===== src/rtl/or4_stimulus_sequencer.sv =====
// Sweeps the four OR-gate inputs through 0000..1111, holding each pattern HOLD_CYCLES clocks,
// and samples the gate output e. Optional comparator enabled by OR4_SEQ_CHECK_EN.
module or4_stimulus_sequencer #(
  parameter int unsigned HOLD_CYCLES = 10
) (
  input  logic       clk,
  input  logic       rst_n,
  input  logic       start,
  output logic       a,
  output logic       b,
  output logic       c,
  output logic       d,
  input  logic       e,
  output logic       busy,
  output logic       done,
  output logic [4:0] ones_cnt,
  output logic       err
);

  typedef enum logic [1:0] {StIdle, StRun, StDone} state_e;

  localparam logic [7:0] HoldLast = 8'(HOLD_CYCLES - 1);

  state_e     state_q, state_d;
  logic [3:0] p_q, p_d;
  logic [7:0] h_q, h_d;
  logic [4:0] ones_q, ones_d;
  logic       accept;
  logic       sample;

  assign accept = (state_q == StIdle) && start;
  // e is sampled on the last edge of each hold window
  assign sample = (state_q == StRun) && (h_q == HoldLast);

  always_comb begin
    state_d = state_q;
    p_d     = p_q;
    h_d     = h_q;
    ones_d  = ones_q;
    unique case (state_q)
      StIdle: begin
        if (start) begin
          state_d = StRun;
          p_d     = 4'b0000;
          h_d     = 8'd0;
          ones_d  = 5'd0;
        end
      end
      StRun: begin
        if (sample) begin
          if (e) ones_d = ones_q + 5'd1;
          h_d = 8'd0;
          if (p_q == 4'b1111) begin
            state_d = StDone;
          end else begin
            p_d = p_q + 4'd1;
          end
        end else begin
          h_d = h_q + 8'd1;
        end
      end
      StDone:  state_d = StIdle;
      default: state_d = StIdle;
    endcase
  end

  always_ff @(posedge clk) begin
    if (!rst_n) begin
      state_q <= StIdle;
      p_q     <= 4'b0000;
      h_q     <= 8'd0;
      ones_q  <= 5'd0;
    end else begin
      state_q <= state_d;
      p_q     <= p_d;
      h_q     <= h_d;
      ones_q  <= ones_d;
    end
  end

`ifdef OR4_SEQ_CHECK_EN
  logic err_q, err_d;

  always_comb begin
    err_d = err_q;
    if (accept) begin
      err_d = 1'b0;
    end else if (sample && (e != (|p_q))) begin
      err_d = 1'b1;
    end
  end

  always_ff @(posedge clk) begin
    if (!rst_n) begin
      err_q <= 1'b0;
    end else begin
      err_q <= err_d;
    end
  end

  assign err = err_q;
`else
  assign err = 1'b0;
`endif

  assign {a, b, c, d} = (state_q == StRun) ? p_q : 4'b0000;
  assign busy         = (state_q == StRun);
  assign done         = (state_q == StDone);
  assign ones_cnt     = ones_q;

endmodule

===== config.mk =====
export PLATFORM = sky130hd
export DESIGN_NAME = or4_stimulus_sequencer
export DESIGN_NICKNAME = d
export VERILOG_FILES = /design/src/rtl/or4_stimulus_sequencer.sv
export SDC_FILE = /design/constraint.sdc
export NUM_CORES = 1
export LEC_CHECK = 0
export CAP_MARGIN = 5
export CORE_MARGIN = 2
export CORE_UTILIZATION = 30
export CTS_BUF_LIST = sky130_fd_sc_hd__clkbuf_8
export DETAILED_ROUTE_END_ITERATION = 7
export GPL_ROUTABILITY_DRIVEN = 0
export PLACE_DENSITY = 0.47
export RECOVER_POWER = 50
export SYNTH_ARGS = -nofsm -noshare
export SYNTH_HDL_FRONTEND = slang
export SYNTH_SLANG_ARGS = --single-unit

===== constraint.sdc =====
create_clock -name clk -period 1.47 [get_ports clk]
set_input_delay 0.294 -clock clk [delete_from_list [all_inputs] [get_ports clk]]
set_output_delay 0.294 -clock clk [all_outputs]
set_load 0.05 [all_outputs]

Word-level counts from Yosys, hierarchy flattened
Index checks and enable logic that the tools add are counted.

Bits in registers: 19. Latch bits: 0. RAM bits: 0. Bits in read-only memories: 0. Input bits: 4. Output and inout port bits: 12. Logic and storage cells: 39. Memories: 0.

$add $sub $neg: 3. $mul: 0. Div/mod/pow operators: 0. Order comparisons: 0. Eq/ne operators: 9. Shift-type cells: 0. Mux-type cells: 16. Bitwise logic cells: 0. Reduce and logical (&&, ||, !) cells: 7.

Operator list (count): 2-to-1 mux 4 bit (4); 2-to-1 mux 8 bit (2); one-hot mux 8 bit (2 select lines) (1); 2-to-1 mux 5 bit (3); one-hot mux 5 bit (2 select lines) (1); adder 8 x 1 -> 8 bit, second input constant (1); equality test 8 x 4 -> 1 bit, second input constant (1); one-hot mux 4 bit (2 select lines) (1); AND reduction 4 bit (2); 2-to-1 mux 2 bit (3); inequality test 2 bit, second input constant (3); adder 5 x 1 -> 5 bit, second input constant (1); adder 4 x 1 -> 4 bit, second input constant (1); equality test 4 bit, second input constant (1); inequality test 2 x 1 -> 1 bit, second input constant (2); one-hot mux 2 bit (2 select lines) (1); AND reduction 3 bit (1); equality test 2 x 1 -> 1 bit, second input constant (1); equality test 2 bit, second input constant (1); logical NOT 2 bit (1); AND reduction 2 bit (1); nonzero test 2 bit (1); logical AND 1 bit (1).

Logic depth before layout (Yosys ltp)
Depth in word-level cells: 4. Depth in mapped cells: 7.

Worst setup path before layout
OpenSTA, ideal clock, no wires.

Path kind: reg2out. Start point: register state_q[1]. End point: output a. Arrival: 1433 ps. Required time: 1176 ps. Path slack: -257 ps. Cell stages (with the launch flop): 4. Buffers on the path: 0. Cells stage by stage: dfxtp_1 -> nand2b_1 -> inv_1 -> and2_1.

Word-level cells in the longest chain between the ends: 2.

Ends and longest elaborated chain: start, declared (RTL line 24) `state_e state_q, state_d;`; start signal, assigned (RTL line 69) `state_q <= StIdle;`; start signal, assigned (RTL line 74) `state_q <= state_d;`; equality test 2 x 1 -> 1 bit; named net busy (RTL line 14) `output logic busy,`; 2-to-1 mux 4 bit (RTL line 106) `assign {a, b, c, d} = (state_q == StRun) ? p_q : 4'b0000;`; end, declared (RTL line 9) `output logic a,`.

The timed path passes the listed nets, and every way through them passes these cells.

Final worst setup path
Start point: register state_q[1]. End point: output c.

Word-level cells in the longest chain between the ends: 2.

Ends and longest elaborated chain: equality test 2 x 1 -> 1 bit (RTL line 106); 2-to-1 mux 4 bit (RTL line 106); end, declared (RTL line 11) `output logic c,`.

Every way passes these cells.

==> results.txt <==
outcome: finished clean
share of post-route cells with drive strength above 1: 35.76%
largest net degree at the start of global routing: 12
kind of critical path: reg2out
gr usage total: 13.78%
Yosys warning count: 0
Max Root-Sink Buffers: 2
Leak Pwr: 0.6699 nW
vias: 1040
critical path arrival: 1170 ps
Worst setup EP type: primary output
Mapped Area: 0.001097 mm^2
hold_buf cts: 0
maximum fanout along the worst path: 6
core area: 0.003416 mm^2
Compound-Gate Fraction of Synth Area: 19.16%
Seq/Total Area, Yosys: 34.66%
# diodes: 0
Root Buffer Master: clkbuf_8
wire length per cell: 12.36 um
Post-Syn Instances: 131
DRC violations left: 0
row cnt: 21
initial drt markers: 34
DRT Pass-1 Iters: 4
RSZ-0062 raised after global routing: yes
Slew @ Worst Pin: 502.2 ps
TNS Setup: 0 ps
ys flop type: dfxtp_1
Post-DP Area: 0.001529 mm^2
Slew HR: 66.46%
metal3 WL: 81 um
PwrDens: 663.7 mW/mm^2
Synth Area per Inst: 8.376 um^2
initial core utilization: 32.12%
IR Drop Worst-Case VDD: 0.4802 mV
initial antenna violation count: 0
Max H-tree Level: 1
clock latency on the worst-skew pair: 250 ps
clock slew seen by the registers of the worst setup and hold paths: 70 ps
Hold Crit Class: reg2reg
EDFF count, synth: 0
cts bufs inserted: 3
Die X: 64.48 um
Synth Area in Adders: 4.561%
antenna-violating nets left: 0
Worst setup SP type: register
worst path required time: 1180 ps
Finished Cell Area: 0.001573 mm^2
Area growth, synth to finish: 43.33%
DR top layer: met4
maxcap violations: 0
Inst Count DP: 203
CTS tree: done
final slew viol count: 0
# fillers: 349
CTS sink cnt: 19
synth unique cells: 41
Routed WL: 2.607 mm
Post-synth ARST share: 0%
hpwl dp: 2.013 mm
Synth Area in XOR/XNOR: 0%
final-report hold violation count: 0
Boundary Pins: 16
first-pass GRT wire length: 4.595 mm
crit share post-route: 99.38%
Synth Net Count: 139
Final nets: 174
vias in the first global route: 1062
final non-filler cell total: 211
DIE AREA: 0.004158 mm^2
largest family of logic cells by synthesized area: simple AND/OR/NAND/NOR gates
I/O Buffers: 14
final setup vio count: 0
simple-gate area share of the yosys netlist: 32.61%
Remaining Overflow, GRT: 0
post-synthesis mux area share: 2.737%
number of synthesized register bits: 19
met1 WL: 1.239 mm
DR WL met2: 1.258 mm
Setup Skew: 1.569 ps
Die H: 64.48 um
vias per cell: 4.929
Max Fclk: 684.5 MHz
Tmin final: 1461 ps
[stage by stage]
step | hold slack [ps] | worst slack, ps | util, % | power (mW)
global placement | 489.2 | -212.4 | 44.76 | 0.6799
detailed placement | 498.2 | -235.1 | 44.76 | 0.6804
global route | 500.9 | -106.1 | 46.04 | 1.098
CTS | 508.7 | -5.035 | 47.58 | 1.062
finish | 471.5 | 9.103 | 46.04 | 1.044
floorplan | 447.3 | 2.117 | - | 0.6230
[area by class of cell]
class / count / area (um^2) / share of cell area, %
Multi-Input combinational cell: 100 / 699.4 / 44.47
Sequential cell: 19 / 385.4 / 24.50
Timing Repair Buffer: 38 / 366.6 / 23.31
Tap cell: 46 / 57.56 / 3.660
Clock buffer: 3 / 41.29 / 2.625
Inverter: 4 / 18.77 / 1.193
Clock inverter: 1 / 3.754 / 0.2387
[cell usage in the layout (no fill, tap or decap), types with 2 or more instances in the layout]
cell	synthesis	final
buf_12	0	6
o21ai_0	11	8
buf_4	3	23
nand2b_1	3	2
and3_1	4	4
dfxtp_1	19	15
dfxtp_2	0	4
o21ai_1	2	4
ha_1	4	3
nand3b_1	2	2
nor2_1	5	5
clkbuf_8	0	3
nor3_1	2	2
mux2i_1	3	3
clkbuf_2	0	4
nand2_1	13	13
nand4_1	2	2
a31oi_1	6	6
nand3_1	12	10
and2_4	0	4
nand3_2	0	2
nand4b_1	4	4
nor2b_1	4	3
inv_1	4	3
clkdlybuf4s50_1	0	3
[metal layers]
metal	global-route usage, %	up-vias
met2	23.44	17
met4	3.191	0
met5	0	-
met3	3.472	4
met1	17.53	477
li1	-	542
[worst paths after layout]
check | start | to | slack (ps) | cells after the start
worst max register to register | h_q[1] | p_q[0] | 30 | 7
worst min-delay path | ones_cnt[4] | ones_cnt[4] | 470 | 1
worst min register to register | ones_cnt[4] | ones_cnt[4] | 470 | 1
worst max-delay path | state_q[1] | c | 9 | 4
[synthesized netlist by cell type, drive strengths merged (4+ instances only)]
cell | instances | area share, %
and2 | 5 | 2.9
nor2 | 5 | 1.7
nand2 | 13 | 4.4
nand4b | 4 | 3.2
inv | 4 | 1.4
o21ai | 13 | 5.9
nand3 | 12 | 5.5
and3 | 4 | 2.3
ha | 4 | 4.6
nor2b | 4 | 2.3
a31oi | 6 | 3.4
buf | 6 | 3.9
dfxtp | 19 | 35
[where the power goes]
group	leakage, nW	internal [mW]	total (mW)	switching [mW]
logic	0.488	0.0769	0.159	0.0824
registers	0.155	0.520	0.527	0.00691
clock network	0.0269	0.186	0.357	0.172
total	0.670	0.783	1.04	0.261
[what timing repair did]
action	in CTS	in global routing
pin swaps	2	2
endpoints found under the setup margin	11	18
buffers inserted	4	0
gates resized for setup	8	6
gates cloned	0	0
[sequential cells by signal, summed over array words and instances, names as in the netlist]
| signal | cells |
|---|---|
| ones_cnt | 5 |
| state_q | 2 |
| h_q | 8 |
| p_q | 4 |
[cells by family (layout without fill, tap and decap cells)]
family,after synthesis,count (layout)
buf+inv,12,46
simple gates,61,61
fa+ha+maj,4,4
other cells,1,1
compound gates,31,31
flops,19,19
mux,3,3
[worst max-delay path, cell delays in order, from the launching register on]
cell	delay, ps
dfxtp_2	340
nand2b_4	140
clkinvlp_4	130
and2_4	170
buf_12	140
No activity file was read; power rests on OpenSTA's default activity.
